**src/rtl/serial_adder_pkg.sv**
```systemverilog
`default_nettype none
// ============================================================================
//  Module   : serial_adder_pkg
//  Purpose  : Shared types and constants for the bit-serial adder block:
//             FSM state enumeration, state encodings and default width.
//  Revision : 1.0  initial release
// ============================================================================
package serial_adder_pkg;

  // Default operand/result width (must be at least 2)
  localparam int DEFAULT_WIDTH = 8;

  // Named FSM states, convenient for debug views and waveform decoding
  typedef enum logic [1:0] {
    IDLE  = 2'b00,
    SHIFT = 2'b01,
    DONE  = 2'b10
  } state_e;

  // Explicit-width state encodings used by the RTL state register
  localparam logic [1:0] c_IDLE  = IDLE;
  localparam logic [1:0] c_SHIFT = SHIFT;
  localparam logic [1:0] c_DONE  = DONE;

endpackage : serial_adder_pkg
`default_nettype wire

```
**src/rtl/serial_adder_if.sv**
```systemverilog
`default_nettype none
// ============================================================================
//  Module   : serial_adder_if
//  Purpose  : Operand/result handshake bundle for the bit-serial adder.
//             master = producer/consumer side, slave = adder side.
//  Revision : 1.0  initial release
// ============================================================================
interface serial_adder_if
  import serial_adder_pkg::*;
#(
  parameter int WIDTH = DEFAULT_WIDTH
);

  // Operand side
  logic             in_valid;
  logic             in_ready;
  logic [WIDTH-1:0] a;
  logic [WIDTH-1:0] b;
  logic             cin;

  // Result side
  logic             out_valid;
  logic             out_ready;
  logic [WIDTH-1:0] sum;
  logic             cout;

  // Status
  logic             busy;

  modport master (
    output in_valid,
    input  in_ready,
    output a,
    output b,
    output cin,
    input  out_valid,
    output out_ready,
    input  sum,
    input  cout,
    input  busy
  );

  modport slave (
    input  in_valid,
    output in_ready,
    input  a,
    input  b,
    input  cin,
    output out_valid,
    input  out_ready,
    output sum,
    output cout,
    output busy
  );

endinterface : serial_adder_if
`default_nettype wire

```
**src/rtl/fulladder.sv**
```systemverilog
`default_nettype none
// ============================================================================
//  Module   : fulladder
//  Purpose  : One-bit full adder cell: s1 = a1^b1^c1, c2 = majority(a1,b1,c1).
//  Revision : 1.0  initial release
// ============================================================================
module fulladder (
  input  wire logic a1,
  input  wire logic b1,
  input  wire logic c1,
  output logic      s1,
  output logic      c2
);

  // Sum bit and carry-out of a single bit position
  always_comb begin
    s1 = a1 ^ b1 ^ c1;
    c2 = (a1 & b1) | (a1 & c1) | (b1 & c1);
  end

endmodule : fulladder
`default_nettype wire

```
**src/rtl/serial_adder.sv**
```systemverilog
`default_nettype none
// ============================================================================
//  Module   : serial_adder
//  Purpose  : Bit-serial unsigned adder. Accepts A, B and carry-in, then forms
//             one sum bit per cycle LSB-first over WIDTH cycles and presents
//             {cout, sum} with a valid/ready handshake.
//  Revision : 1.0  initial release
// ============================================================================
module serial_adder
  import serial_adder_pkg::*;
#(
  parameter int WIDTH = DEFAULT_WIDTH
) (
  input  wire logic        clk,
  input  wire logic        rst,
  serial_adder_if.slave    bus
);

  // Counter only has to reach WIDTH-1, so clog2(WIDTH) bits suffice
  localparam int CNT_W = (WIDTH > 1) ? $clog2(WIDTH) : 1;
  localparam logic [CNT_W-1:0] c_CNT_LAST = CNT_W'(WIDTH - 1);

  logic [1:0]       r_state;
  logic [WIDTH-1:0] r_a;
  logic [WIDTH-1:0] r_b;
  logic [WIDTH-1:0] r_res;
  logic             r_carry;
  logic [CNT_W-1:0] r_cnt;

  logic             w_accept;
  logic             w_last;
  logic             w_sum_bit;
  logic             w_carry_nxt;

  // Acceptance only in IDLE; reset priority is handled inside the flops
  assign w_accept = (r_state == c_IDLE) && bus.in_valid;
  assign w_last   = (r_cnt == c_CNT_LAST);

  // Single full-adder cell working on the current LSBs and the carry flop
  fulladder u_fa (
    .a1 (r_a[0]),
    .b1 (r_b[0]),
    .c1 (r_carry),
    .s1 (w_sum_bit),
    .c2 (w_carry_nxt)
  );

  // State sequencing and bit counter
  always_ff @(posedge clk) begin
    if (rst) begin
      r_state <= c_IDLE;
      r_cnt   <= '0;
    end else begin
      case (r_state)
        c_IDLE: begin
          if (w_accept) begin
            r_cnt   <= '0;
            r_state <= c_SHIFT;
          end
        end
        c_SHIFT: begin
          // Exit on the last bit instead of incrementing, so the counter never wraps
          if (w_last) begin
            r_state <= c_DONE;
          end else begin
            r_cnt <= r_cnt + 1'b1;
          end
        end
        c_DONE: begin
          if (bus.out_ready) begin
            r_state <= c_IDLE;
          end
        end
        default: begin
          r_state <= c_IDLE;
          r_cnt   <= '0;
        end
      endcase
    end
  end

  // Operand shift registers, result shift register and carry flop
  always_ff @(posedge clk) begin
    if (rst) begin
      r_a     <= '0;
      r_b     <= '0;
      r_res   <= '0;
      r_carry <= 1'b0;
    end else begin
      if (w_accept) begin
        // Result register is left alone so the previous sum stays visible in IDLE
        r_a     <= bus.a;
        r_b     <= bus.b;
        r_carry <= bus.cin;
      end else if (r_state == c_SHIFT) begin
        r_a     <= r_a >> 1;
        r_b     <= r_b >> 1;
        r_res   <= {w_sum_bit, r_res[WIDTH-1:1]};
        r_carry <= w_carry_nxt;
      end
    end
  end

  // Handshake and result outputs; in_ready is masked by reset directly
  assign bus.in_ready  = (r_state == c_IDLE) && !rst;
  assign bus.out_valid = (r_state == c_DONE);
  assign bus.busy      = (r_state != c_IDLE);
  assign bus.sum       = r_res;
  assign bus.cout      = r_carry;

endmodule : serial_adder
`default_nettype wire

```
**src/flat_wrapper.sv**
```systemverilog
// flat-port wrapper written by rule: the top's interface ports become plain ports
module serial_adder_flat import serial_adder_pkg::*;
#(
  parameter int WIDTH = DEFAULT_WIDTH
)
  (clk, rst, bus_in_valid, bus_in_ready, bus_a, bus_b, bus_cin, bus_out_valid, bus_out_ready, bus_sum, bus_cout, bus_busy);
  serial_adder_if #(.WIDTH(WIDTH)) bus_i ();
  input  wire logic clk;
  input  wire logic rst;
  input wire logic [$bits(bus_i.in_valid)-1:0] bus_in_valid;
  output wire logic [$bits(bus_i.in_ready)-1:0] bus_in_ready;
  input wire logic [$bits(bus_i.a)-1:0] bus_a;
  input wire logic [$bits(bus_i.b)-1:0] bus_b;
  input wire logic [$bits(bus_i.cin)-1:0] bus_cin;
  output wire logic [$bits(bus_i.out_valid)-1:0] bus_out_valid;
  input wire logic [$bits(bus_i.out_ready)-1:0] bus_out_ready;
  output wire logic [$bits(bus_i.sum)-1:0] bus_sum;
  output wire logic [$bits(bus_i.cout)-1:0] bus_cout;
  output wire logic [$bits(bus_i.busy)-1:0] bus_busy;
  assign bus_i.in_valid = bus_in_valid;
  assign bus_in_ready = bus_i.in_ready;
  assign bus_i.a = bus_a;
  assign bus_i.b = bus_b;
  assign bus_i.cin = bus_cin;
  assign bus_out_valid = bus_i.out_valid;
  assign bus_i.out_ready = bus_out_ready;
  assign bus_sum = bus_i.sum;
  assign bus_cout = bus_i.cout;
  assign bus_busy = bus_i.busy;
  serial_adder #(.WIDTH(WIDTH)) u_core (.clk(clk), .rst(rst), .bus(bus_i));
endmodule
```
**config.mk**
```make
export PLATFORM = sky130hd
export DESIGN_NAME = serial_adder_flat
export DESIGN_NICKNAME = d
export VERILOG_FILES = /design/src/rtl/serial_adder_pkg.sv /design/src/rtl/serial_adder_if.sv /design/src/rtl/fulladder.sv /design/src/rtl/serial_adder.sv /design/src/flat_wrapper.sv
export SDC_FILE = /design/constraint.sdc
export NUM_CORES = 1
export LEC_CHECK = 0
export CAP_MARGIN = 20
export CORE_MARGIN = 1
export CORE_UTILIZATION = 45
export DETAILED_ROUTE_END_ITERATION = 12
export GPL_TIMING_DRIVEN = 0
export PLACE_DENSITY_LB_ADDON = 0.05
export SYNTH_ARGS = -nofsm -noshare
export SYNTH_HDL_FRONTEND = slang
export SYNTH_SLANG_ARGS = --single-unit
```
**constraint.sdc**
```tcl
create_clock -name clk -period 1.85 [get_ports clk]
set_input_delay 0.2775 -clock clk [delete_from_list [all_inputs] [get_ports clk]]
set_output_delay 0.2775 -clock clk [all_outputs]
set_load 0.01 [all_outputs]
```
==> results by group, run 1 <==
Status
  – Status: finished, final reports clean

Power and ir drop
  – Pwr dens: 755 nW/um^2
  – LEAKAGE: 0.000654 uW
  – Logic gate share of total power: 18.0%
  – Internal power: 950 uW
  – Clock Power Share: 27.0%
  – Total Power: 1300 uW
  – Switching Fraction: 27.0%
  – Sequential share of power: 54.9%
  – Worst vdd ir: 0.000553 V
  – Net switching power: 351 uW

Clock network
  – Clk root buf: clkbuf_4
  – Clock sinks: 30
  – CTS tree: yes
  – CTS Hold Bufs: 0
  – Clock Path Buffers: 2
  – Cts bufs inserted: 5
  – Worst-Skew Late Latency: 0.33 ns
  – # Post-CTS Setup Buffers: 0
  – Clock slew at reported path FFs: 0.08 ns
  – H-tree levels: 2

Critical path
  – Startpoint types: register
  – FF-to-FF setup slack: 0.39 ns
  – Critical path, cell by cell: buf_2, or2_2, nor2_1, dlygate4sd2_1
  – Setup crit end kind: output pin
  – Reg-to-reg endpoint: u_core.r_cnt[2]
  – Worst-path cell with the longest stage delay: dfxtp_2
  – Crit path DAT: 1.50 ns
  – Critical Path RT: 1.57 ns
  – Critical Path Fanout Max: 10
  – Crit path kind: register to output pin
  – Critical R2R Launch: u_core.r_cnt[0]
  – Reg2Reg Depth: 5
  – Worst stage delay on the critical path: 0.36 ns

Timing
  – Fin worst setup slack: 0.0759 ns
  – Worst slew margin: 66.8%
  – Crit path time final: 1.77 ns
  – Final Slew Violations: 0
  – Worst slew pin tran: 0.499 ns
  – Final hold violations: 0
  – RSZ-0062 raised after global routing: no
  – Setup TNS: 0 ns
  – Hold Slack: 0.426 ns
  – Setup Skew: 0.00492 ns
  – Final period util: 95.9%
  – Max Freq: 564 MHz
  – Final setup vio count: 0

Global route
  – Grt ovf: 0
  – Vias in the first global route: 1129
  – Initial antenna violation count: 0
  – Largest net degree at the start of global routing: 11
  – First-pass GRT wire length: 4.89 mm
  – Total track usage: 19.9%

Drt
  – Routed Antenna Nets: 0
  – DR vias: 1252
  – DR iter-0 viols: 39
  – Post-route DRC: 0
  – DRT Pass-1 Iters: 4
  – Routed len/inst: 13.1 um
  – WL final: 2.98 mm
  – Vias per inst: 5.52

Logic synthesis
  – Top cell type's share of synthesized area: 45.2%
  – Cells after Synth: 158
  – Library cells used by synthesis: 29
  – Mapped Area: 1330 um^2
  – FF+latch count, synth: 30
  – Syn nets: 182
  – Register area share after synthesis: 45.2%
  – Cell taking the most area after synthesis: dfxtp_1
  – Synth top area cells: dfxtp_1 (45%), a21oi_1 (9.4%), nand2_1 (8.8%)
  – Syn. warnings: 0
  – Avg Cell Area, Syn: 8.41 um^2

Worst hold path
  – Hold EP: u_core.r_b[6]
  – Worst Hold Path Cells: 2
  – Hold Path Origin: rst
  – Worst Hold Class: primary input to register

Finish
  – Fraction of layout cells with a size suffix above 1: 11.7%
  – ANT cells: 0
  – Final #Nets: 220
  – Finished Cell Area: 1720 um^2
  – Area Overhead vs Synth: 29.8%

Place
  – I/O Buffers: 31
  – HPWL Detailed: 2.12 mm
  – DP Area: 1680 um^2
  – GPL Wtd Cong: 0.737
  – Worst slack at placement: -0.0712 ns

Floorplanning
  – Initial core utilization: 47.8%
  – Die height: 56.3 um
  – Die Area: 3170 um^2
  – Core area: 2780 um^2
  – Die W: 56.3 um
  – Io pins: 33
  – Row count: 19

Flow run
  – Maxcap violations: 0
==> cell usage in the layout, fill, tap and decap left out <==
master / count
a211oi_1: 11
a21oi_1: 25
a311oi_2: 1
a31o_2: 1
a32o_1: 2
buf_2: 5
buf_4: 2
buf_6: 1
buf_8: 1
clkbuf_1: 5
clkbuf_2: 1
clkbuf_4: 5
clkdlybuf4s50_1: 28
dfxtp_1: 29
dfxtp_2: 1
dlygate4sd2_1: 3
fa_1: 1
ha_1: 2
inv_1: 3
nand2_1: 31
nand2b_1: 2
nand3_1: 2
nand3b_1: 1
nor2_1: 17
nor2b_1: 4
nor3_1: 1
nor3b_1: 2
nor3b_4: 1
nor4_1: 1
o21a_1: 1
o21ai_0: 1
o221a_2: 3
or2_2: 1
or3b_1: 1
==> power by group through the flow <==
stage / clock, uW / sequential (uW) / combinational (uW)
6_report: 352 / 714 / 235
4_1_cts: 355 / 714 / 235
5_1_grt: 383 / 720 / 260
3_3_place_gp: 0 / 726 / 231
2_1_floorplan: 0 / 724 / 143
3_5_place_dp: 0 / 729 / 236
==> repair_timing <==
item	in CTS	in global routing
resized for setup	5	2
gates cloned	0	0
endpoints found under the setup margin	3	1
pin swaps	0	0
==> cell type report <==
| class | instances | area (um^2) |
|---|---|---|
| Timing Repair Buffer | 31 | 307 |
| Sequential cell | 30 | 602 |
| Clock buffer | 7 | 45.0 |
| Tap cell | 31 | 38.8 |
| Fill cell | 268 | 1060 |
| Multi-Input combinational cell | 112 | 638 |
| Inverter | 3 | 11.3 |
| Buffer | 13 | 82.6 |
==> synth_stat cells <==
cell type and instances:
nand2b_1 2, nor3_1 1, or2_2 1, or3b_1 1, nor2_1 17, clkbuf_1 4
buf_4 1, buf_8 1, nand2_1 31, nor2b_1 4, o21ai_0 1, ha_1 2
buf_6 1, nand3b_1 1, a21oi_1 25, dfxtp_1 30, nor4_1 1, a31o_2 1
a211oi_1 11, inv_1 3, a32o_1 2, nor3b_4 1, buf_2 6, o21a_1 1
fa_1 1, nor3b_1 2, o221a_2 3, nand3_1 2, a311oi_2 1
==> how the worst max path moves through the flow <==
stage | startpoint | endpoint | cells past startpoint
after floorplan | u_core.r_cnt[0] | u_core.r_cnt[1] | 5
after global placement | rst | bus_in_ready | 4
after detailed placement | rst | bus_in_ready | 4
after CTS | u_core.r_state[0] | bus_in_ready | 4
after global routing | u_core.r_state[0] | bus_in_ready | 4
final | u_core.r_state[0] | bus_in_ready | 4
==> cells by family (layout without fill, tap and decap cells) <==
logic type	after synthesis	after routing	share of synthesized area [%]
compound gates	45	45	22.4
fa+ha+maj	3	3	3.39
buf+inv	16	54	6.78
flops	30	30	45.2
simple gates	64	64	22.2
==> through the flow <==
| stage | instances | utilization (%) |
|---|---|---|
| after CTS | 227 | 61.9 |
| after floorplan | 158 | - |
| final | 227 | 62.0 |
| after global routing | 227 | 62.0 |
| after global placement | 220 | 60.3 |
| after detailed placement | 220 | 60.3 |
==> layer usage <==
metal	global-route usage (%)	share of wire, %	vias up
li1	-	-	620
met1	23.8	45	579
met2	33.2	47	43
met3	6.45	6.4	10
met4	7.67	2.0	0
met5	0	0	-
==> worst max-delay path: cells and delay by family (launching register included) <==
family,cells,cell delay [ns]
buffers and inverters,2,0.44
and+or+nand+nor,2,0.37
DFF,1,0.36
==> registers in the layout (all words and copies together) (netlist names) <==
register,count
u_core.r_a,8
u_core.r_state,2
u_core.bus.sum,8
u_core.bus.cout,1
u_core.r_b,8
u_core.r_cnt,3
No activity file was read; power rests on OpenSTA's default activity.
==> inputs of run 2 (changes only) <==
CORE_UTILIZATION = 48   (was 45)
MAX_ROUTING_LAYER = met4   (was default)
==> run 2 against run 1 <==
Effect of this change:
- sequential cell count is the same
- via count shrank 3.0%
- routed wire length shrank 4.5%
==> results by group, run 2 (synthesized netlist as in run 1, its figures left out) <==
Drt
  – DRT Pass-1 Iters: 4
  – DR vias: 1214
  – Routed Antenna Nets: 0
  – Routed len/inst: 12.6 um
  – Post-route DRC: 0
  – DR iter-0 viols: 14
  – WL final: 2.85 mm
  – Vias per inst: 5.35

Floorplanning
  – Die height: 54.6 um
  – Row count: 18
  – Die W: 54.6 um
  – Initial core utilization: 52.2%
  – Core area: 2540 um^2
  – Die Area: 2980 um^2
  – Io pins: 33

Critical path
  – Critical path, cell by cell: buf_2, or2_2, dlygate4sd2_1
  – Reg-to-reg endpoint: u_core.r_cnt[2]
  – Crit path kind: register to output pin
  – Critical Path RT: 1.57 ns
  – Reg2Reg Depth: 5
  – Worst stage delay on the critical path: 0.36 ns
  – Startpoint types: register
  – FF-to-FF setup slack: 0.40 ns
  – Crit path DAT: 1.45 ns
  – Setup crit end kind: output pin
  – Critical Path Fanout Max: 10
  – Worst-path cell with the longest stage delay: dfxtp_2
  – Critical R2R Launch: u_core.r_cnt[0]

Timing
  – Hold Slack: 0.417 ns
  – Final Slew Violations: 0
  – Final setup vio count: 0
  – Worst slew margin: 69.3%
  – Final hold violations: 0
  – Max Freq: 578 MHz
  – Worst slew pin tran: 0.461 ns
  – Crit path time final: 1.73 ns
  – Setup Skew: 0.00775 ns
  – RSZ-0062 raised after global routing: no
  – Final period util: 93.6%

Finish
  – Most common cell after layout, fill and taps aside: nand2_1
  – Area Overhead vs Synth: 30.4%
  – Layout Cells excl Fill: 227
  – ANT cells: 0
  – Final #Nets: 220
  – Commonest cells after routing, fill and taps aside: nand2_1 (31), dfxtp_1 (29), clkdlybuf4s50_1 (28), a21oi_1 (25), nor2_1 (17)
  – Fraction of layout cells with a size suffix above 1: 12.7%

Place
  – GPL Wtd Cong: 0.759
  – HPWL Detailed: 2.11 mm
  – I/O Buffers: 31
  – Placed insts: 219

Power and ir drop
  – Logic gate share of total power: 17.4%
  – Sequential share of power: 53.0%
  – Pwr dens: 776 nW/um^2
  – Switching Fraction: 26.3%
  – Internal power: 990 uW
  – Worst vdd ir: 0.000662 V
  – Net switching power: 354 uW
  – LEAKAGE: 0.000659 uW
  – Clock Power Share: 29.6%

Clock network
  – Clock sinks: 30
  – H-tree levels: 2
  – Cts bufs inserted: 5
  – Worst-Skew Late Latency: 0.32 ns
  – CTS tree: yes
  – Clk root buf: clkbuf_4
  – Clock slew at reported path FFs: 0.09 ns
  – CTS Hold Bufs: 0
  – Clock Path Buffers: 2

Status
  – Status: finished, final reports clean

Global route
  – First-pass GRT wire length: 4.37 mm
  – Vias in the first global route: 1056
  – Grt ovf: 0
  – Largest net degree at the start of global routing: 11
  – Initial antenna violation count: 0
  – Total track usage: 22.0%

Flow run
  – Maxcap violations: 0

Worst hold path
  – Hold EP: u_core.r_b[6]
  – Hold Path Origin: rst
  – Worst Hold Path Cells: 2
  – Worst Hold Class: primary input to register
-- run 2: changes by cell type in the layout (fill, tap and decap cells not counted), sizes merged --
cell         previous run  this run
dlygate4sd2             3         2
clkbuf                 11        12
clkinv                  0         1
-- run 2: timing repair --
item / in CTS / in global routing
pin swaps: 0 / 0
setup endpoints to repair: 3 / 1
buffers inserted: 0 / 0
resized for setup: 5 / 2
-- run 2: stage by stage --
| stage | area (um^2) | worst slack (ns) | total power (uW) | TNS, ns | util, % |
|---|---|---|---|---|---|
| 2_1_floorplan | 1330 | 0.557 | 868 | 0 | - |
| 3_3_place_gp | 1680 | -0.0286 | 955 | -0.0286 | 65.9 |
| 3_5_place_dp | 1680 | -0.0383 | 964 | -0.0383 | 65.9 |
| 4_1_cts | 1740 | 0.0456 | 1360 | 0 | 68.2 |
| 5_1_grt | 1730 | 0.0466 | 1420 | 0 | 68.1 |
| 6_report | 1730 | 0.119 | 1340 | 0 | 68.1 |
-- run 2: worst max-delay path by stage --
stage,end,slack (ns),start,cells after the start
5_1_grt,bus_busy,0.05,u_core.r_state[0],3
6_report,bus_busy,0.12,u_core.r_state[0],3
3_3_place_gp,bus_in_ready,-0.03,rst,4
4_1_cts,bus_in_ready,0.05,u_core.r_state[0],4
2_1_floorplan,u_core.r_cnt[1],0.56,u_core.r_cnt[0],5
3_5_place_dp,bus_in_ready,-0.04,rst,4
-- run 2: power by group through the flow --
stage / clock, uW / combinational (uW) / sequential (uW)
2_1_floorplan: 0 / 143 / 724
3_3_place_gp: 0 / 229 / 726
3_5_place_dp: 0 / 236 / 727
4_1_cts: 412 / 235 / 713
5_1_grt: 446 / 257 / 718
6_report: 397 / 234 / 713
-- run 2: area by class of cell --
type | count | area (um^2)
flip-flops and latches | 30 | 602
fillers | 222 | 812
well taps | 30 | 37.5
repair buffers | 31 | 303
multi-input cells | 112 | 638
plain buffers | 13 | 81.3
clock buffers | 7 | 55.1
inverters | 3 | 11.3
clock inverters | 1 | 5.00
-- run 2: metal layers --
layer / GRT usage [%] / routed length [um] / share of wire, % / vias to the layer above
met5: - / 0 / 0 / -
met2: 34.7 / 1410 / 50 / 30
met1: 24.8 / 1270 / 45 / 566
li1: - / - / - / 616
met3: 6.11 / 140 / 4.9 / 2
met4: 12.0 / 24 / 0.84 / 0
-- run 2: critical path: cells and delay by family (launching register included) --
family / cells / cell delay (ns)
flops: 1 / 0.36
simple gates: 1 / 0.30
buf+inv: 2 / 0.47
